===== config.mk =====
export PLATFORM = sky130hd
export DESIGN_NAME = ack_bus_scheduler
export DESIGN_NICKNAME = d
export VERILOG_FILES = /design/src/rtl/ack_bus_scheduler.sv
export SDC_FILE = /design/constraint.sdc
export NUM_CORES = 1
export LEC_CHECK = 0
export CAP_MARGIN = 10
export CORE_MARGIN = 2
export CORE_UTILIZATION = 33
export CTS_BUF_LIST = sky130_fd_sc_hd__clkbuf_4
export CTS_CLUSTER_DIAMETER = 100
export DETAILED_ROUTE_END_ITERATION = 12
export HOLD_SLACK_MARGIN = 0.02
export SYNTH_ARGS = -nofsm -noshare
export SYNTH_HDL_FRONTEND = slang
export SYNTH_SLANG_ARGS = --single-unit

===== constraint.sdc =====
create_clock -name clk -period 1.7 [get_ports clk]
set_clock_uncertainty 0.05 [all_clocks]
set_input_delay 0.34 -clock clk [delete_from_list [all_inputs] [get_ports clk]]
set_output_delay 0.34 -clock clk [all_outputs]
set_load 0.1 [all_outputs]

===== src/rtl/ack_bus_scheduler.sv =====
// ack_bus_scheduler
//   Grants a shared acknowledge bus to one of four requesters (CTRL, AES, SHA, MEM).
//   The bus runs through three states: IDLE (arbitrate), GRANT (hold winner) and
//   RELEASE (one turnaround cycle). A grant is forcibly released after
//   TIMEOUT_CYCLES cycles, and timeout_err pulses for one cycle when that happens.
//
//   Build option: define ACK_ARB_ROUND_ROBIN_EN for rotating priority. When it is
//   undefined the priority is fixed at CTRL > AES > SHA > MEM.
//
// Ports
//   clk                  in   single clock; all state changes on the rising edge
//   rst                  in   synchronous, active-high reset
//   ack_valid_from_*     in   request from each source; held high until granted
//   ack_ready_to_*       out  registered grant, at most one high per cycle
//   ack_valid_n          out  active-low bus busy; 0 while a grant is active
//   winner_source_id     out  granted ID (MEM 00, SHA 01, AES 10, CTRL 11);
//                             reads 11 in IDLE and RELEASE
//   timeout_err          out  one-cycle pulse on a forced release
module ack_bus_scheduler #(
  parameter int unsigned TIMEOUT_CYCLES = 16
) (
  input  logic       clk,
  input  logic       rst,
  input  logic       ack_valid_from_ctrl,
  input  logic       ack_valid_from_aes,
  input  logic       ack_valid_from_sha,
  input  logic       ack_valid_from_mem,
  output logic       ack_ready_to_ctrl,
  output logic       ack_ready_to_aes,
  output logic       ack_ready_to_sha,
  output logic       ack_ready_to_mem,
  output logic       ack_valid_n,
  output logic [1:0] winner_source_id,
  output logic       timeout_err
);

  typedef enum logic [1:0] {
    S_IDLE,
    S_GRANT,
    S_RELEASE
  } state_t;

  localparam logic [1:0] ID_CTRL  = 2'b11;
  localparam logic [7:0] CNT_LAST = 8'(TIMEOUT_CYCLES - 1);

  state_t     state_q;
  logic [1:0] win_q;
  logic [7:0] cnt_q;
  logic [3:0] ready_q;     // indexed by source ID
  logic       busy_n_q;
  logic [1:0] id_q;
  logic       tmo_q;
  logic [3:0] req;
  logic       any_req;
  logic [1:0] pick;

`ifdef ACK_ARB_ROUND_ROBIN_EN
  logic [1:0] last_q;
`endif

  assign req     = {ack_valid_from_ctrl, ack_valid_from_aes,
                    ack_valid_from_sha, ack_valid_from_mem};
  assign any_req = |req;

`ifdef ACK_ARB_ROUND_ROBIN_EN
  // Search starts just after the last winner and wraps, so a reset value of CTRL
  // yields MEM > SHA > AES > CTRL. The loop runs from lowest to highest priority
  // so the highest-priority live request is the one left in pick.
  always_comb begin
    logic [1:0] idx;
    pick = ID_CTRL;
    idx  = '0;
    for (int unsigned k = 4; k > 0; k--) begin
      idx = last_q + 2'(k);
      if (req[idx]) pick = idx;
    end
  end
`else
  always_comb begin
    if (req[3])      pick = 2'd3;
    else if (req[2]) pick = 2'd2;
    else if (req[1]) pick = 2'd1;
    else             pick = 2'd0;
  end
`endif

  always_ff @(posedge clk) begin
    if (rst) begin
      state_q  <= S_IDLE;
      win_q    <= ID_CTRL;
      cnt_q    <= '0;
      ready_q  <= '0;
      busy_n_q <= 1'b1;
      id_q     <= ID_CTRL;
      tmo_q    <= 1'b0;
`ifdef ACK_ARB_ROUND_ROBIN_EN
      last_q   <= ID_CTRL;
`endif
    end else begin
      case (state_q)
        S_IDLE: begin
          tmo_q <= 1'b0;
          if (any_req) begin
            state_q  <= S_GRANT;
            win_q    <= pick;
            cnt_q    <= '0;
            ready_q  <= 4'b0001 << pick;
            busy_n_q <= 1'b0;
            id_q     <= pick;
`ifdef ACK_ARB_ROUND_ROBIN_EN
            last_q   <= pick;
`endif
          end
        end

        S_GRANT: begin
          // A dropped request wins over a simultaneous timeout: no error pulse.
          if (!req[win_q] || cnt_q == CNT_LAST) begin
            state_q  <= S_RELEASE;
            ready_q  <= '0;
            busy_n_q <= 1'b1;
            id_q     <= ID_CTRL;
            tmo_q    <= req[win_q];
          end else begin
            cnt_q    <= cnt_q + 8'd1;
          end
        end

        S_RELEASE: begin
          state_q <= S_IDLE;
          tmo_q   <= 1'b0;
        end

        default: begin
          state_q  <= S_IDLE;
          ready_q  <= '0;
          busy_n_q <= 1'b1;
          id_q     <= ID_CTRL;
          tmo_q    <= 1'b0;
        end
      endcase
    end
  end

  assign ack_ready_to_mem  = ready_q[0];
  assign ack_ready_to_sha  = ready_q[1];
  assign ack_ready_to_aes  = ready_q[2];
  assign ack_ready_to_ctrl = ready_q[3];
  assign ack_valid_n       = busy_n_q;
  assign winner_source_id  = id_q;
  assign timeout_err       = tmo_q;

endmodule

# --- Yosys cells after proc, flatten, opt, wreduce, memory -nomap -nowiden ---
# Index checks and enable logic that the tools add are counted.
# W data, S select, Z words.
op_classes:
  add_sub_neg: 1
  order_cmp: 1
  eq_ne: 6
  shift: 1
  muxes: 20
  bitwise_logic: 2
  reduce_logical: 10
op_table:
  columns: ["operator", "count"]
  rows:
  - ["$mux W8", 2]
  - ["$pmux W8 S2", 1]
  - ["$mux W2", 6]
  - ["$pmux W4 S3", 1]
  - ["$add A8 B1 Y8 const B", 1]
  - ["$eq A8 B4 Y1 const B", 1]
  - ["$mux W4", 2]
  - ["$ne A2 B2 Y1 const B", 3]
  - ["$pmux W2 S3", 1]
  - ["$reduce_and A3 Y1", 2]
  - ["$mux W1", 4]
  - ["$pmux W2 S2", 1]
  - ["$reduce_and A2 Y1", 2]
  - ["$reduce_or A4 Y1", 1]
  - ["$shl A1 B2 Y4 const A", 1]
  - ["$lt A2 B3 Y1 const B", 1]
  - ["$pmux W1 S3", 1]
  - ["$bmux W1 S2", 1]
  - ["$eq A2 B1 Y1 const B", 1]
  - ["$eq A2 B2 Y1 const B", 1]
  - ["$logic_not A2 Y1", 1]
  - ["$not A1 Y1", 2]
  - ["$reduce_bool A2 Y1", 1]
  - ["$reduce_or A2 Y1", 1]
  - ["2 further kinds", 2]
totals:
  reg_bits: 20
  input_bits: 6

# --- Depth between registers and ports, before layout ---
# Gate-level depths: netlist of run 1.
logic_depth:
  depth_word: 6
  depth_mapped: 5

# --- Least setup slack after synthesis of run 1 ---
# Ideal clock, no wire load.
synth_timing:
  kind: "in2reg"
  startpoint: "in ack_valid_from_ctrl"
  endpoint: "reg cnt_q[5]"
  t_arrival_ns: 1.598
  required_ns: 1.580
  setup_slack_ns: -0.018
  cell_stages: 4
  path_cell_list: "or4_4 a211o_1 or3_1 a21oi_1"
synth_between:
  elab_chain_cells: 6
synth_lines:
  columns: ["item", "line", "text"]
  rows:
  - ["from (decl)", "24", "input logic ack_valid_from_ctrl,"]
  - ["$bmux W1 S2", "118", "if (!req[win_q] || cnt_q == CNT_LAST) begin"]
  - ["$mux W1 (implied by the code)", "118", null]
  - ["$logic_not A1 Y1", "118", null]
  - ["$logic_or A1 B1 Y1", "118", null]
  - ["$ne A2 B2 Y1 (no source line)", null, null]
  - ["$reduce_and A3 Y1 (no source line) (*)", null, null]
  - ["to (signal assigned)", "125", "cnt_q <= cnt_q + 8'd1;"]
  - ["to (decl)", "48", "logic [7:0] cnt_q;"]
# Every way passes the cells marked *; elsewhere a longest branch is shown, timed or not. The select of a mux whose other input is x is not followed.
# A chain may end at the register's enable or synchronous reset.

# --- Worst setup path in the final report of run 1 ---
layout_timing:
  startpoint: "reg win_q[0]"
  endpoint: "reg cnt_q[6]"
layout_between:
  elab_chain_cells: 6
layout_lines:
  columns: ["item", "line", "text"]
  rows:
  - ["from (decl)", "47", "logic [1:0] win_q;"]
  - ["from (signal assigned)", "105", "win_q <= pick;"]
  - ["$bmux W1 S2", "118", null]
  - ["$mux W1 (implied by the code)", "118", null]
  - ["$logic_not A1 Y1", "118", null]
  - ["$logic_or A1 B1 Y1", "118", null]
  - ["$ne A2 B2 Y1 (no source line)", null, null]
  - ["$reduce_and A3 Y1 (no source line)", null, null]
# No other way between the ends. The select of a mux whose other input is x is not followed.

==> impl_summary.txt, run 1 <==
----------------------------------------------------
[Status]
  Outcome ... finished, final reports clean

[Synth]
  Number of unique standard cell types used by synthesis ... 35
  Most instantiated cells after synthesis ... sky130_fd_sc_hd__dfxtp_1, sky130_fd_sc_hd__a21oi_1, sky130_fd_sc_hd__nand2_1, sky130_fd_sc_hd__nor2_1
  Portion of synthesized cell area occupied by the leading cell type ... 42.3%
  Sequential area share after synthesis ... 42.3%
  Cell with the most instances after synthesis ... sky130_fd_sc_hd__dfxtp_1
  Number of warning messages in the yosys log ... 0
  Cell types occupying the most area after synthesis ... sky130_fd_sc_hd__dfxtp_1, sky130_fd_sc_hd__a21oi_1, sky130_fd_sc_hd__or4_1
  Synth async-reset ratio ... 0%
  Post-synth net total ... 118
  Cell area after synthesis ... 947 µm²
  Post-synthesis cell count ... 111
  Post-synth top area cell ... sky130_fd_sc_hd__dfxtp_1
  Mean instance size in the synthesized netlist ... 8.53 µm²
  Leading register cell type out of synthesis ... sky130_fd_sc_hd__dfxtp_1
  Number of flops mapped to enable cells by yosys ... 0
  Number of register bits inferred by synthesis ... 20

[Worst setup path]
  Signal arrival time at the worst endpoint ... 1.87 ns
  Req. time, crit path ... 1.89 ns
  Slack of the worst reg-to-reg path ... 0.02 ns
  Family of cells with the greatest summed delay on the critical path ... simple AND/OR/NAND/NOR gates
  Type of the worst setup path ... reg -> reg
  Launching element type of the critical path ... register
  Endpoint of the lowest-slack register-to-register path ... cnt_q[6]$_SDFFE_PP0P_
  Capture point of the worst path ... cnt_q[6]$_SDFFE_PP0P_
  Largest driver fanout on the critical path ... 8
  Setup crit start ... win_q[0]$_SDFFE_PP1P_
  Critical R2R Launch ... win_q[0]$_SDFFE_PP1P_
  Count of buffer and inverter cells on the critical path ... 0
  Cell with the largest stage delay on the worst path ... sky130_fd_sc_hd__or4_4
  Cell breakdown of the critical path ... or2_2 -> o22a_4 -> or4_4 -> a21oi_2
  Worst reg2reg path depth ... 4
  Cell depth of the worst setup path ... 4
  Worst setup EP type ... register
  Maximum cell stage delay along the critical path ... 0.53 ns

[Detailed routing]
  Final ANT Viol Nets ... 0
  Vias per std cell ... 5.71
  Residual DRC ... 0
  Post-DR wirelength/cell ... 15.2 µm
  Vias post-DR ... 993
  DRT iter0 DRCs ... 19
  Count of TritonRoute iterations in the first routing pass ... 4
  Total wire length after detailed routing ... 2650 µm

[Timing]
  RSZ-0062 raised after global routing ... yes
  Max-slew violation count ... 0
  Max Clk Rate ... 594 MHz
  Worst-margin pin slew ... 0.333 ns
  Tightest slew margin relative to the limit ... 77.1%
  Period utilization ... 99.0%
  Fin Setup TNS ... 0 ns
  Final Hold Vio Count ... 0
  Final setup violation count ... 0
  Shortest period the worst path allows ... 1.68 ns

[Final layout]
  Non-filler cells, final ... 174
  Total non-filler cell area in the finished layout ... 0.00138 mm²
  Share of cells above drive strength 1 ... 32.9%
  Layout filler cell count ... 259
  Antenna cells ... 0
  Number of nets in the layout ... 151
  Core occupancy in the finished layout ... 50.3%
  Area added between synthesis and finish ... 45.3%

[Floorplanning]
  Core area ... 0.00273 mm²
  Die outline width ... 57.6 µm
  Total die area ... 0.00331 mm²
  Overall die height ... 57.6 µm
  Row cnt ... 19
  Number of I/O pins ... 14
  Effective utilization at floorplan ... 34.6%

[Global route]
  Pin count of the biggest net entering global routing ... 12
  Vias in the first global route ... 985
  Total overflow reported by the global router ... 0
  First-pass GRT wire length ... 4230 µm
  Gr usage total ... 16.2%
  Antenna violations before repair ... 0

[Power and ir drop]
  Standby leakage power ... 0.536 nW
  Cell internal pwr ... 0.732 mW
  Sw Share ... 35.4%
  Net switching power figure ... 0.402 mW
  Register share of total power ... 45.7%
  Clock network fraction of design power ... 21.3%
  Comb pwr share ... 33.0%
  Post-layout power ... 1.13 mW
  Power density relative to cell area ... 823 mW/mm²
  Largest voltage drop on the vdd net ... 0.644 mV

[CTS]
  TritonCTS clock tree ... built
  Post-cts hold buffer count ... 0
  Clock-pin slew of the registers on the worst-case setup and hold paths ... 0.12 ns
  Maximum level of the CTS H-tree ... 1
  Clock Latency Late Sink ... 0.30 ns
  CTS Buf Count ... 3
  Root buffer cell ... sky130_fd_sc_hd__clkbuf_4
  Largest buffer count on any clock path ... 2
  Clock sinks ... 20

[Worst hold path]
  Start point of the worst min-delay path ... ack_valid_from_sha
  Tightest Hold Check Type ... in -> reg

[Place]
  Quantity of I/O buffers inserted on ports ... 13
  Sum of net half-perimeters after detailed placement ... 1890 µm
  Routability congestion estimate ... 0.871
  Placement-stage cell area ... 0.00132 mm²
  Instance count after placement with tap cells included ... 170

[Job]
  Count of maximum capacitance violations ... 0

----------------------------------------------------
## metrics by stage
step | hold WS [ns] | worst slack (ns)
2_1_floorplan | 0.389 | 0.0162
3_3_place_gp | 0.410 | -0.537
3_5_place_dp | 0.427 | -0.609
4_1_cts | 0.268 | 0.00194
5_1_grt | 0.282 | -0.0576
6_report | 0.273 | 0.0177
## sequential cells by signal, indices dropped and copies added, names as in the netlist
name              cells
state_q               2
timeout_err           1
win_q                 2
ack_valid_n           1
cnt_q                 8
ready_q               4
winner_source_id      2
## cell type report
cell class	instances	area [µm²]	area share [%]
Clock inverter	1	3.75	0.273
Tap cell	31	38.8	2.82
Sequential cell	20	402	29.2
Inverter	3	11.3	0.818
Timing Repair Buffer	31	330	24.0
Clock buffer	3	22.5	1.64
Multi-Input combinational cell	85	568	41.3
## how the worst min path moves through the flow
stage	endpoint	slack, ns	cells after the start
2_1_floorplan	cnt_q[7]$_SDFFE_PP0P_	0.39	2
3_3_place_gp	cnt_q[7]$_SDFFE_PP0P_	0.41	2
3_5_place_dp	cnt_q[7]$_SDFFE_PP0P_	0.43	2
4_1_cts	ready_q[1]$_SDFFE_PP0P_	0.27	2
5_1_grt	ready_q[1]$_SDFFE_PP0P_	0.28	2
6_report	ready_q[1]$_SDFFE_PP0P_	0.27	2
## layout by cell type (no fill, tap or decap), types with 4 or more instances in the layout
master and count:
sky130_fd_sc_hd__o31ai_1 4, sky130_fd_sc_hd__nand2b_1 4, sky130_fd_sc_hd__nand2_1 9, sky130_fd_sc_hd__or4_1 4, sky130_fd_sc_hd__dfxtp_1 19, sky130_fd_sc_hd__o21ai_0 5, sky130_fd_sc_hd__nand3_1 4, sky130_fd_sc_hd__nor2_1 6
sky130_fd_sc_hd__buf_4 18, sky130_fd_sc_hd__a21oi_1 8, sky130_fd_sc_hd__buf_12 8
## cells by family after synthesis
kind of cell,synth area share (%)
AOI/OAI and AO/OA,24.4
muxes,3.17
adders and majority gates,1.32
buffers and inverters,2.38
DFF,42.3
and+or+nand+nor,26.4
## routing by layer
layer / vias to the layer above / global-route usage, % / routed length, µm
li1: 489 / - / -
met1: 483 / 19.8 / 1240
met2: 19 / 27.3 / 1300
met3: 2 / 4.31 / 94
met4: 0 / 5.98 / 15
met5: - / 0 / 0
## worst register-to-register path: cells and delay by family, from the launching register on
family / cells / cell delay [ns]
AND/OR/NAND/NOR: 2 / 0.84
AO/OA/AOI/OAI: 2 / 0.39
flip-flops: 1 / 0.34
## timing repair
action | in CTS | in global routing
pin swaps | 4 | 3
resized for setup | 18 | 7
buffers inserted | 0 | 0
setup endpoints to repair | 14 | 10
## power by group through the flow
| stage | Sequential (mW) | Combinational, mW | Clock, mW |
|---|---|---|---|
| finish | 0.518 | 0.374 | 0.242 |
| global route | 0.521 | 0.396 | 0.268 |
| CTS | 0.517 | 0.360 | 0.247 |
| detailed placement | 0.526 | 0.358 | 0 |
| global placement | 0.525 | 0.351 | 0 |
| floorplan | 0.603 | 0.119 | 0 |
No activity file was read; power rests on OpenSTA's default activity.
==> run 2, diff against run 1 <==
- CORE_ASPECT_RATIO: unset -> 1.5
==> impl_summary.txt, run 2 (same netlist as run 1, synthesis figures left out) <==
----------------------------------------------------
[Power and ir drop]
  Largest voltage drop on the vdd net ... 0.462 mV (was 0.644 mV)
  Power density relative to cell area ... 785 mW/mm² (was 823 mW/mm²)
  Comb pwr share ... 35.1% (was 33.0%)
  Cell internal pwr ... 0.755 mW (was 0.732 mW)
  Register share of total power ... 44.9% (was 45.7%)
  Net switching power figure ... 0.399 mW (was 0.402 mW)
  Standby leakage power ... 0.572 nW (was 0.536 nW)
  Sw Share ... 34.6% (was 35.4%)
  Post-layout power ... 1.15 mW (was 1.13 mW)
  Clock network fraction of design power ... 20.0% (was 21.3%)

[Place]
  Instance count after placement with tap cells included ... 183 (was 170)
  Quantity of I/O buffers inserted on ports ... 13 (unchanged)
  Sum of net half-perimeters after detailed placement ... 2030 µm (was 1890 µm)
  Placement-stage cell area ... 0.00138 mm² (was 0.00132 mm²)
  Routability congestion estimate ... 0.793 (was 0.871)

[Timing]
  Hold WS ... 0.439 ns (was 0.273 ns)
  Max Clk Rate ... 613 MHz (was 594 MHz)
  Max-slew violation count ... 0 (unchanged)
  Period utilization ... 96.0% (was 99.0%)
  Final setup violation count ... 0 (unchanged)
  Final Hold Vio Count ... 0 (unchanged)
  RSZ-0062 raised after global routing ... no (was yes)
  Fin Setup TNS ... 0 ns (unchanged)
  Shortest period the worst path allows ... 1.63 ns (was 1.68 ns)
  Worst-margin pin slew ... 0.378 ns (was 0.333 ns)
  Tightest slew margin relative to the limit ... 74.1% (was 77.1%)

[Worst setup path]
  Critical R2R Launch ... win_q[0]$_SDFFE_PP1P_ (unchanged)
  Cell breakdown of the critical path ... clkdlybuf4s15_1 -> buf_4 -> nor4_2 -> buf_4 -> nor2_1 -> or4_1 -> a21oi_1 (was or2_2 -> o22a_4 -> or4_4 -> a21oi_2)
  Launching element type of the critical path ... input pin (was register)
  Worst setup EP type ... register (unchanged)
  Endpoint of the lowest-slack register-to-register path ... cnt_q[4]$_SDFFE_PP0P_ (was cnt_q[6]$_SDFFE_PP0P_)
  Most Frequent Cell on Critical Path ... sky130_fd_sc_hd__buf_4
  Cell with the largest stage delay on the worst path ... sky130_fd_sc_hd__or4_1 (was sky130_fd_sc_hd__or4_4)
  Req. time, crit path ... 1.89 ns (about the same)
  Worst reg2reg path depth ... 5 (was 4)
  Signal arrival time at the worst endpoint ... 1.82 ns (was 1.87 ns)
  Type of the worst setup path ... in -> reg (was reg -> reg)
  Maximum cell stage delay along the critical path ... 0.47 ns (was 0.53 ns)
  Largest driver fanout on the critical path ... 4 (was 8)
  Slack of the worst reg-to-reg path ... 0.08 ns (was 0.02 ns)

[CTS]
  Clock sinks ... 20 (unchanged)
  Clock-pin slew of the registers on the worst-case setup and hold paths ... 0.11 ns (was 0.12 ns)
  Maximum level of the CTS H-tree ... 1 (unchanged)
  CTS Buf Count ... 3 (unchanged)
  Clock Latency Late Sink ... 0.30 ns (about the same)
  Root buffer cell ... sky130_fd_sc_hd__clkbuf_4 (unchanged)
  Largest buffer count on any clock path ... 2 (unchanged)
  TritonCTS clock tree ... built (unchanged)

[Global route]
  Antenna violations before repair ... 0 (unchanged)
  Gr usage total ... 18.3% (was 16.2%)
  First-pass GRT wire length ... 4570 µm (was 4230 µm)
  Pin count of the biggest net entering global routing ... 11 (was 12)
  Vias in the first global route ... 1,068 (was 985)
  Total overflow reported by the global router ... 0 (unchanged)

[Detailed routing]
  Total wire length after detailed routing ... 2680 µm (was 2650 µm)
  Post-DR wirelength/cell ... 14.3 µm (was 15.2 µm)
  Vias per std cell ... 5.54 (was 5.71)
  Residual DRC ... 0 (unchanged)
  Count of TritonRoute iterations in the first routing pass ... 4 (unchanged)
  Vias post-DR ... 1,041 (was 993)
  Final ANT Viol Nets ... 0 (unchanged)
  DRT iter0 DRCs ... 24 (was 19)

[Final layout]
  Antenna cells ... 0 (unchanged)
  Layout filler cell count ... 279 (was 259)
  Area added between synthesis and finish ... 55.4% (was 45.3%)
  Number of nets in the layout ... 160 (was 151)
  Share of cells above drive strength 1 ... 37.1% (was 32.9%)
  Leading cell type in the layout, fill and taps excluded ... sky130_fd_sc_hd__buf_4 (was sky130_fd_sc_hd__dfxtp_1)
  Most flop-heavy register ... cnt_q (unchanged)
  Top library cells by usage in the layout, fill and taps aside ... sky130_fd_sc_hd__buf_4, sky130_fd_sc_hd__dfxtp_1, sky130_fd_sc_hd__a21oi_1, sky130_fd_sc_hd__nand2_1, sky130_fd_sc_hd__buf_12 (was sky130_fd_sc_hd__dfxtp_1, sky130_fd_sc_hd__buf_4, sky130_fd_sc_hd__nand2_1)
  Non-filler cells, final ... 188 (was 174)
  Flip-flop count of the largest register, all copies and words added ... 8 (unchanged)
  Largest registers in the final layout ... cnt_q x8, ready_q x4 (unchanged)
  Total non-filler cell area in the finished layout ... 0.00147 mm² (was 0.00138 mm²)

[Worst hold path]
  Start point of the worst min-delay path ... cnt_q[7]$_SDFFE_PP0P_ (was ack_valid_from_sha)
  Hold Path Stages ... 2 (unchanged)
  Tightest Hold Check Type ... reg -> reg (was in -> reg)
  Hold Path Sink ... cnt_q[7]$_SDFFE_PP0P_ (was ready_q[1]$_SDFFE_PP0P_)

[Floorplanning]
  Number of I/O pins ... 14 (unchanged)
  Total die area ... 0.00332 mm² (was 0.00331 mm²)
  Overall die height ... 69.6 µm (was 57.6 µm)
  Row cnt ... 23 (was 19)
  Core area ... 0.00271 mm² (was 0.00273 mm²)
  Effective utilization at floorplan ... 35.0% (was 34.6%)
  Die outline width ... 47.7 µm (was 57.6 µm)

[Job]
  Count of maximum capacitance violations ... 0 (unchanged)

[Status]
  Outcome ... finished, final reports clean (unchanged)

----------------------------------------------------
## run 2: power groups by stage
stage                     logic [mW]  registers (mW)  clock network, mW
final                          0.406           0.518              0.231
after global routing           0.432           0.522              0.256
after CTS                      0.387           0.516              0.233
after detailed placement       0.372           0.526                  0
after global placement         0.368           0.525                  0
after floorplan                0.119           0.603                  0
## run 2: how the worst max path moves through the flow
stage / startpoint / slack, ns / end / cells past startpoint
global placement: ack_valid_from_aes / -0.51 / ready_q[0]$_SDFFE_PP0P_ / 5
CTS: cnt_q[7]$_SDFFE_PP0P_ / -0.01 / ready_q[0]$_SDFFE_PP0P_ / 4
floorplan: ack_valid_from_ctrl / 0.02 / cnt_q[5]$_SDFFE_PP0P_ / 4
detailed placement: ack_valid_from_ctrl / -0.54 / cnt_q[4]$_SDFFE_PP0P_ / 7
finish: ack_valid_from_sha / 0.07 / cnt_q[6]$_SDFFE_PP0P_ / 7
global route: win_q[0]$_SDFFE_PP1P_ / 0.004 / cnt_q[4]$_SDFFE_PP0P_ / 5
## run 2: layer usage
metal,track usage [%],part of all wire [%],wire (µm)
met3,2.34,3.1,82
met1,21.0,38,1020
met4,6.61,2.7,73
met2,32.0,56,1510
met5,0,0,0
## run 2: area by class of cell
class,count,area (µm²),share of cell area (%)
multi-input combinational,86,588,40.0
sequential,20,403,27.4
timing repair buffer,39,400,27.2
clock buffer,3,22.5,1.53
inverter,3,11.3,0.765
tap,37,46.3,3.15
## run 2: worst max-delay path, delay by kind of cell
| kind | cells | cell delay [ns] |
|---|---|---|
| buffers and inverters | 3 | 0.59 |
| AND/OR/NAND/NOR | 3 | 0.75 |
| AO/OA/AOI/OAI | 1 | 0.15 |
## run 2: metrics by stage
step                      setup WS [ns]  utilization, %
after CTS                       -0.0107            52.7
final                            0.0685            54.4
after global placement           -0.513            51.0
after floorplan                  0.0162               -
after global routing            0.00358            54.4
after detailed placement         -0.543            51.0
## run 2: repair_timing
action                                  CTS  global route
endpoints found under the setup margin   15            14
gates cloned                              1             0
hold buffers                              0             0
pin swaps                                 2             1
setup buffers                             1             0
gates resized for setup                   9            15
==> run 3, diff against run 2 <==
- GPL_TIMING_DRIVEN: unset -> 1
==> results of run 3 <==
The final DEF is identical to that of run 2; final timing and power are the same.
